==> config.mk <==
export PLATFORM = sky130hd
export DESIGN_NAME = cordic_iter_engine
export DESIGN_NICKNAME = d
export VERILOG_FILES = /design/src/rtl/cordic_iter_engine.sv
export SDC_FILE = /design/constraint.sdc
export NUM_CORES = 1
export LEC_CHECK = 0
export ABC_AREA = 1
export CAP_MARGIN = 20
export CELL_PAD_IN_SITES_DETAIL_PLACEMENT = 0
export CELL_PAD_IN_SITES_GLOBAL_PLACEMENT = 2
export CORE_AREA = 2 2 219 221
export CTS_CLUSTER_DIAMETER = 100
export DETAILED_ROUTE_END_ITERATION = 16
export DIE_AREA = 0 0 221 223
export PLACE_DENSITY = 0.94
export SLEW_MARGIN = 20
export SYNTH_ARGS = -nofsm -noshare
export SYNTH_HDL_FRONTEND = slang
export SYNTH_SLANG_ARGS = --single-unit
export TNS_END_PERCENT = 20
==> constraint.sdc <==
create_clock -name clk -period 6.28 [get_ports clk]
set_input_delay 1.256 -clock clk [delete_from_list [all_inputs] [get_ports clk]]
set_output_delay 1.256 -clock clk [all_outputs]
set_load 0.05 [all_outputs]
==> src/rtl/cordic_iter_engine.sv <==
// Iterative CORDIC engine: one rotation- or vectoring-mode operation per transaction,
// one micro-rotation per clock, valid/ready handshakes on input and output.
module cordic_iter_engine #(
    parameter int DATA_W  = 16,
    parameter int ANGLE_W = 32,
    parameter int ITER    = 16
) (
    input  logic                      clk,
    input  logic                      rst_n,
    input  logic                      in_valid,
    output logic                      in_ready,
    input  logic                      in_mode,
    input  logic signed [DATA_W-1:0]  in_x,
    input  logic signed [DATA_W-1:0]  in_y,
    input  logic signed [ANGLE_W-1:0] in_z,
    output logic                      out_valid,
    input  logic                      out_ready,
    output logic signed [DATA_W+1:0]  out_x,
    output logic signed [DATA_W+1:0]  out_y,
    output logic signed [ANGLE_W-1:0] out_z
);

    localparam int XW    = DATA_W + 2;
    localparam int CNT_W = (ITER > 1) ? $clog2(ITER) : 1;
    localparam logic [CNT_W-1:0] LAST_CNT = CNT_W'(ITER - 1);
    localparam logic signed [31:0] HALF_PI_32 = 32'sh3243F6A9;
    localparam logic signed [ANGLE_W-1:0] HALF_PI = ANGLE_W'(HALF_PI_32 >>> (32 - ANGLE_W));

    typedef enum logic [1:0] {S_IDLE, S_PRE, S_ITER, S_DONE} state_t;

    // atan(2^-i) in Q3.29 radians, narrowed to ANGLE_W by arithmetic shift.
    function automatic logic signed [ANGLE_W-1:0] atan_lut(input logic [4:0] idx);
        logic signed [31:0] v;
        case (idx)
            5'd0:    v = 32'sd421657428;
            5'd1:    v = 32'sd248918915;
            5'd2:    v = 32'sd131521918;
            5'd3:    v = 32'sd66762579;
            5'd4:    v = 32'sd33510843;
            5'd5:    v = 32'sd16771758;
            5'd6:    v = 32'sd8387925;
            5'd7:    v = 32'sd4194219;
            5'd8:    v = 32'sd2097141;
            5'd9:    v = 32'sd1048575;
            5'd10:   v = 32'sd524288;
            5'd11:   v = 32'sd262144;
            5'd12:   v = 32'sd131072;
            5'd13:   v = 32'sd65536;
            5'd14:   v = 32'sd32768;
            5'd15:   v = 32'sd16384;
            5'd16:   v = 32'sd8192;
            5'd17:   v = 32'sd4096;
            5'd18:   v = 32'sd2048;
            5'd19:   v = 32'sd1024;
            5'd20:   v = 32'sd512;
            5'd21:   v = 32'sd256;
            5'd22:   v = 32'sd128;
            5'd23:   v = 32'sd64;
            5'd24:   v = 32'sd32;
            5'd25:   v = 32'sd16;
            5'd26:   v = 32'sd8;
            5'd27:   v = 32'sd4;
            5'd28:   v = 32'sd2;
            5'd29:   v = 32'sd1;
            default: v = 32'sd0;
        endcase
        return ANGLE_W'(v >>> (32 - ANGLE_W));
    endfunction

    state_t                    r_state, w_state_nxt;
    logic signed [XW-1:0]      r_x, r_y, w_x_nxt, w_y_nxt, w_x_sh, w_y_sh;
    logic signed [ANGLE_W-1:0] r_z, w_z_nxt, w_atan;
    logic                      r_mode, w_mode_nxt;
    logic [CNT_W-1:0]          r_cnt, w_cnt_nxt;
    logic                      w_dir_pos;

    assign w_x_sh    = r_x >>> r_cnt;
    assign w_y_sh    = r_y >>> r_cnt;
    assign w_atan    = atan_lut(5'(r_cnt));
    assign w_dir_pos = r_mode ? r_y[XW-1] : ~r_z[ANGLE_W-1];

    assign in_ready  = (r_state == S_IDLE);
    assign out_valid = (r_state == S_DONE);
    assign out_x     = r_x;
    assign out_y     = r_y;
    assign out_z     = r_z;

    always_comb begin
        // NOTE: every signal gets a default first so no path leaves one unassigned (no latches).
        w_state_nxt = r_state;
        w_x_nxt     = r_x;
        w_y_nxt     = r_y;
        w_z_nxt     = r_z;
        w_mode_nxt  = r_mode;
        w_cnt_nxt   = r_cnt;
        case (r_state)
            S_IDLE: begin
                if (in_valid) begin
                    w_x_nxt     = {{2{in_x[DATA_W-1]}}, in_x};
                    w_y_nxt     = {{2{in_y[DATA_W-1]}}, in_y};
                    w_z_nxt     = in_z;
                    w_mode_nxt  = in_mode;
                    w_cnt_nxt   = '0;
                    w_state_nxt = S_PRE;
                end
            end
            S_PRE: begin
                // Fold the operand into the right half-plane so the iterations can converge.
                if (!r_mode) begin
                    if (r_z > HALF_PI) begin
                        w_x_nxt = -r_y;  w_y_nxt = r_x;  w_z_nxt = r_z - HALF_PI;
                    end else if (r_z < -HALF_PI) begin
                        w_x_nxt = r_y;   w_y_nxt = -r_x; w_z_nxt = r_z + HALF_PI;
                    end
                end else if (r_x[XW-1]) begin
                    if (!r_y[XW-1]) begin
                        w_x_nxt = r_y;   w_y_nxt = -r_x; w_z_nxt = r_z + HALF_PI;
                    end else begin
                        w_x_nxt = -r_y;  w_y_nxt = r_x;  w_z_nxt = r_z - HALF_PI;
                    end
                end
                w_cnt_nxt   = '0;
                w_state_nxt = S_ITER;
            end
            S_ITER: begin
                if (w_dir_pos) begin
                    w_x_nxt = r_x - w_y_sh;
                    w_y_nxt = r_y + w_x_sh;
                    w_z_nxt = r_z - w_atan;
                end else begin
                    w_x_nxt = r_x + w_y_sh;
                    w_y_nxt = r_y - w_x_sh;
                    w_z_nxt = r_z + w_atan;
                end
                if (r_cnt == LAST_CNT) begin
                    w_cnt_nxt   = '0;
                    w_state_nxt = S_DONE;
                end else begin
                    w_cnt_nxt = r_cnt + 1'b1;
                end
            end
            S_DONE: begin
                if (out_ready) w_state_nxt = S_IDLE;
            end
            default: w_state_nxt = S_IDLE;
        endcase
    end

    // NOTE: sequential state uses non-blocking assignments so all registers update from old values.
    always_ff @(posedge clk or negedge rst_n) begin
        if (!rst_n) r_state <= S_IDLE;
        else        r_state <= w_state_nxt;
    end

    always_ff @(posedge clk or negedge rst_n) begin
        if (!rst_n) begin
            r_x    <= '0;
            r_y    <= '0;
            r_z    <= '0;
            r_mode <= 1'b0;
            r_cnt  <= '0;
        end else begin
            r_x    <= w_x_nxt;
            r_y    <= w_y_nxt;
            r_z    <= w_z_nxt;
            r_mode <= w_mode_nxt;
            r_cnt  <= w_cnt_nxt;
        end
    end

endmodule
==> impl_metrics.ini <==
[timing]
grt_setup_unrepaired = no
hold_violations = 0
setup_viol = 0
skew_ns = 0.02124
fin_crit_sh = 0.8086
fmax_mhz = 196.9
tightest_slew_ns = 1.072
slew_headroom = 0.2844
tns_ns = 0
drv_slew = 0
min_period_ns = 5.078

[logic_synthesis]
synth-async-reset-ratio = 1.000
yosys.area.top_type = nand2_1
yosysUniqueCellTypes = 61
synthFlopType = dfrtp_1
ys_top_cells_by_count = nand2_1 (878), nand3_1 (348), inv_1 (256)
synth_fp_nets = 2936
syn_area_per_cell_sq_um = 5.514
synth_top_cell_area_share = 0.2152
syn_area_sq_um = 15310
postSynthCellCount = 2777
post-synth-top-count-cell = nand2_1
yosys_register_bits = 75
synth-seq-area-share = 0.1226
yosysWarnings = 0
synth.area.top_cells = nand2_1 (22%), dfrtp_1 (12%), nand3_1 (11%)
synth_edf_count = 0

[placed_design]
gp_congestion = 0.9462
portBuffers = 138
dp_cells = 3431
dp_hpwl_mm = 54.89

[route]
detail-route-antenna-nets = 0
drt_iter0_drc = 2296
drtPass1Iterations = 6
avgRoutedWirePerCell_microns = 20.66
drc = 0
wl_mm = 71.21
via_per_inst = 5.605
vias = 19321

[cells_and_area]
antenna_cells_inserted = 0
nFillCells = 5255
multi_input_area_sq_um = 11800
drive_gt1_frac = 0.05085
seq_area_sq_um = 1877
layout.cells.non_filler = 3447
nNetsFinal = 2986
syn_to_final_growth_pct = 13.44

[cts]
clk_latency_ns = 0.40
cts_buffers = 9
tritoncts = built
cts_buffer_depth = 2
cts_hold_buffers = 0
cts_root_buf = clkbuf_16
cts_setup_buffers = 0
clk_pin_slew_worst_paths_ns = 0.08
postCtsResizedCells = 0
clock_sinks = 75
htreeDepth = 3

[setup_path]
cpMostUsedCell = nand2_1
cp-end-kind = register
required_ns = 6.60
critPathMaxFanout = 20
slowest_delay_ns = 0.55
critPathSlowestCell = dfrtp_1
critPathArrivalTime_ns = 5.39
start_kind = register
crit_type = register to register

[floorplanning]
die_area_sq_um = 49280
die_w_microns = 221
start_util = 0.3248
rows = 80
io_pins = 139
die_h_microns = 223
core_sq_um = 47150

[min_path]
hold_class = register to register

[grt]
grt_pass1_wl_mm = 106.5
grt.total_usage = 0.2801
grt_pass1_vias = 17430
grt_overflow = 0
antenna_found_initial = 0
grt_max_degree = 75

[outcome]
status = finished, final reports clean

[run]
maxCapViolations = 0
-- cells by family after synthesis --
family,Yosys count,synth area share
adder cells (fa/ha/maj),90,0.07501
XOR/XNOR,117,0.06692
flip-flops,75,0.1226
AND/OR/NAND/NOR,1620,0.4523
AO/OA/AOI/OAI,471,0.1753
buffers and inverters,404,0.1079
-- through the flow --
stage | instance area (sq um) | hold slack, ns | utilization | setup WS (ns)
2_1_floorplan | 15310 | 0.5798 | - | 2.119
3_3_place_gp | 17060 | 0.6527 | 0.3619 | 1.354
3_5_place_dp | 17060 | 0.6737 | 0.3619 | 1.275
4_1_cts | 17370 | 0.6875 | 0.3684 | 1.234
5_1_grt | 17370 | 0.7175 | 0.3684 | 0.6987
6_report | 17370 | 0.6948 | 0.3684 | 1.202
-- flip-flops by register name (all words and copies together), names as in the netlist --
name,count
r_state,2
r_mode,1
r_cnt,4
out_z,32
out_x,18
out_y,18
-- placed cells by master (no fill, tap or decap), drive strengths merged, types with 75 or more instances in the layout --
| cell type | synthesis | routed |
|---|---|---|
| inv | 278 | 280 |
| nor2 | 266 | 266 |
| xor2 | 100 | 100 |
| nand3 | 349 | 349 |
| a21oi | 171 | 171 |
| nand2 | 884 | 884 |
| ha | 87 | 87 |
| dfrtp | 75 | 75 |
| o21ai | 204 | 204 |
| clkdlybuf4s50 | 0 | 137 |
-- worst max-delay path: cells and delay by family, from the launching register on --
| family | cells | cell delay (ns) |
|---|---|---|
| AO/OA/AOI/OAI | 5 | 1.19 |
| adder cells (fa/ha/maj) | 1 | 0.36 |
| AND/OR/NAND/NOR | 13 | 1.72 |
| flip-flops | 1 | 0.55 |
| XOR/XNOR | 1 | 0.15 |
| buffers and inverters | 5 | 1.02 |
-- metal layers --
metal,global-route usage,up-vias,share of wire
li1,-,9263,-
met1,0.4252,9094,0.48
met2,0.4077,873,0.41
met3,0.03516,91,0.084
met4,0.08205,0,0.025
met5,0,-,0
-- area by class of cell --
class                           count  share of cell area
Multi-Input combinational cell   2298              0.6792
Sequential cell                    75              0.1080
Timing Repair Buffer              162             0.08975
Inverter                          281             0.06087
Tap cell                          615             0.04430
Clock buffer                       10             0.01376
Clock inverter                      6            0.004106
-- final timing paths --
kind                                 startpoint               endpoint  slack, ns  cells past startpoint
setup reg to reg           r_cnt[3]$_DFFE_PN0P_  out_y[17]$_DFFE_PN0P_       1.20                     25
hold / removal             out_x[0]$_DFFE_PN0P_   out_x[0]$_DFFE_PN0P_       0.69                      2
min in group asynchronous                 rst_n  out_z[10]$_DFFE_PN0P_       0.74                      1
max in group asynchronous                 rst_n   out_x[7]$_DFFE_PN0P_       4.35                      2
hold reg to reg            out_x[0]$_DFFE_PN0P_   out_x[0]$_DFFE_PN0P_       0.69                      2
setup / recovery           r_cnt[3]$_DFFE_PN0P_  out_y[17]$_DFFE_PN0P_       1.20                     25
Power is not shown: default switching activity piles up to over one toggle a cycle in this logic, so the estimate is an artifact.
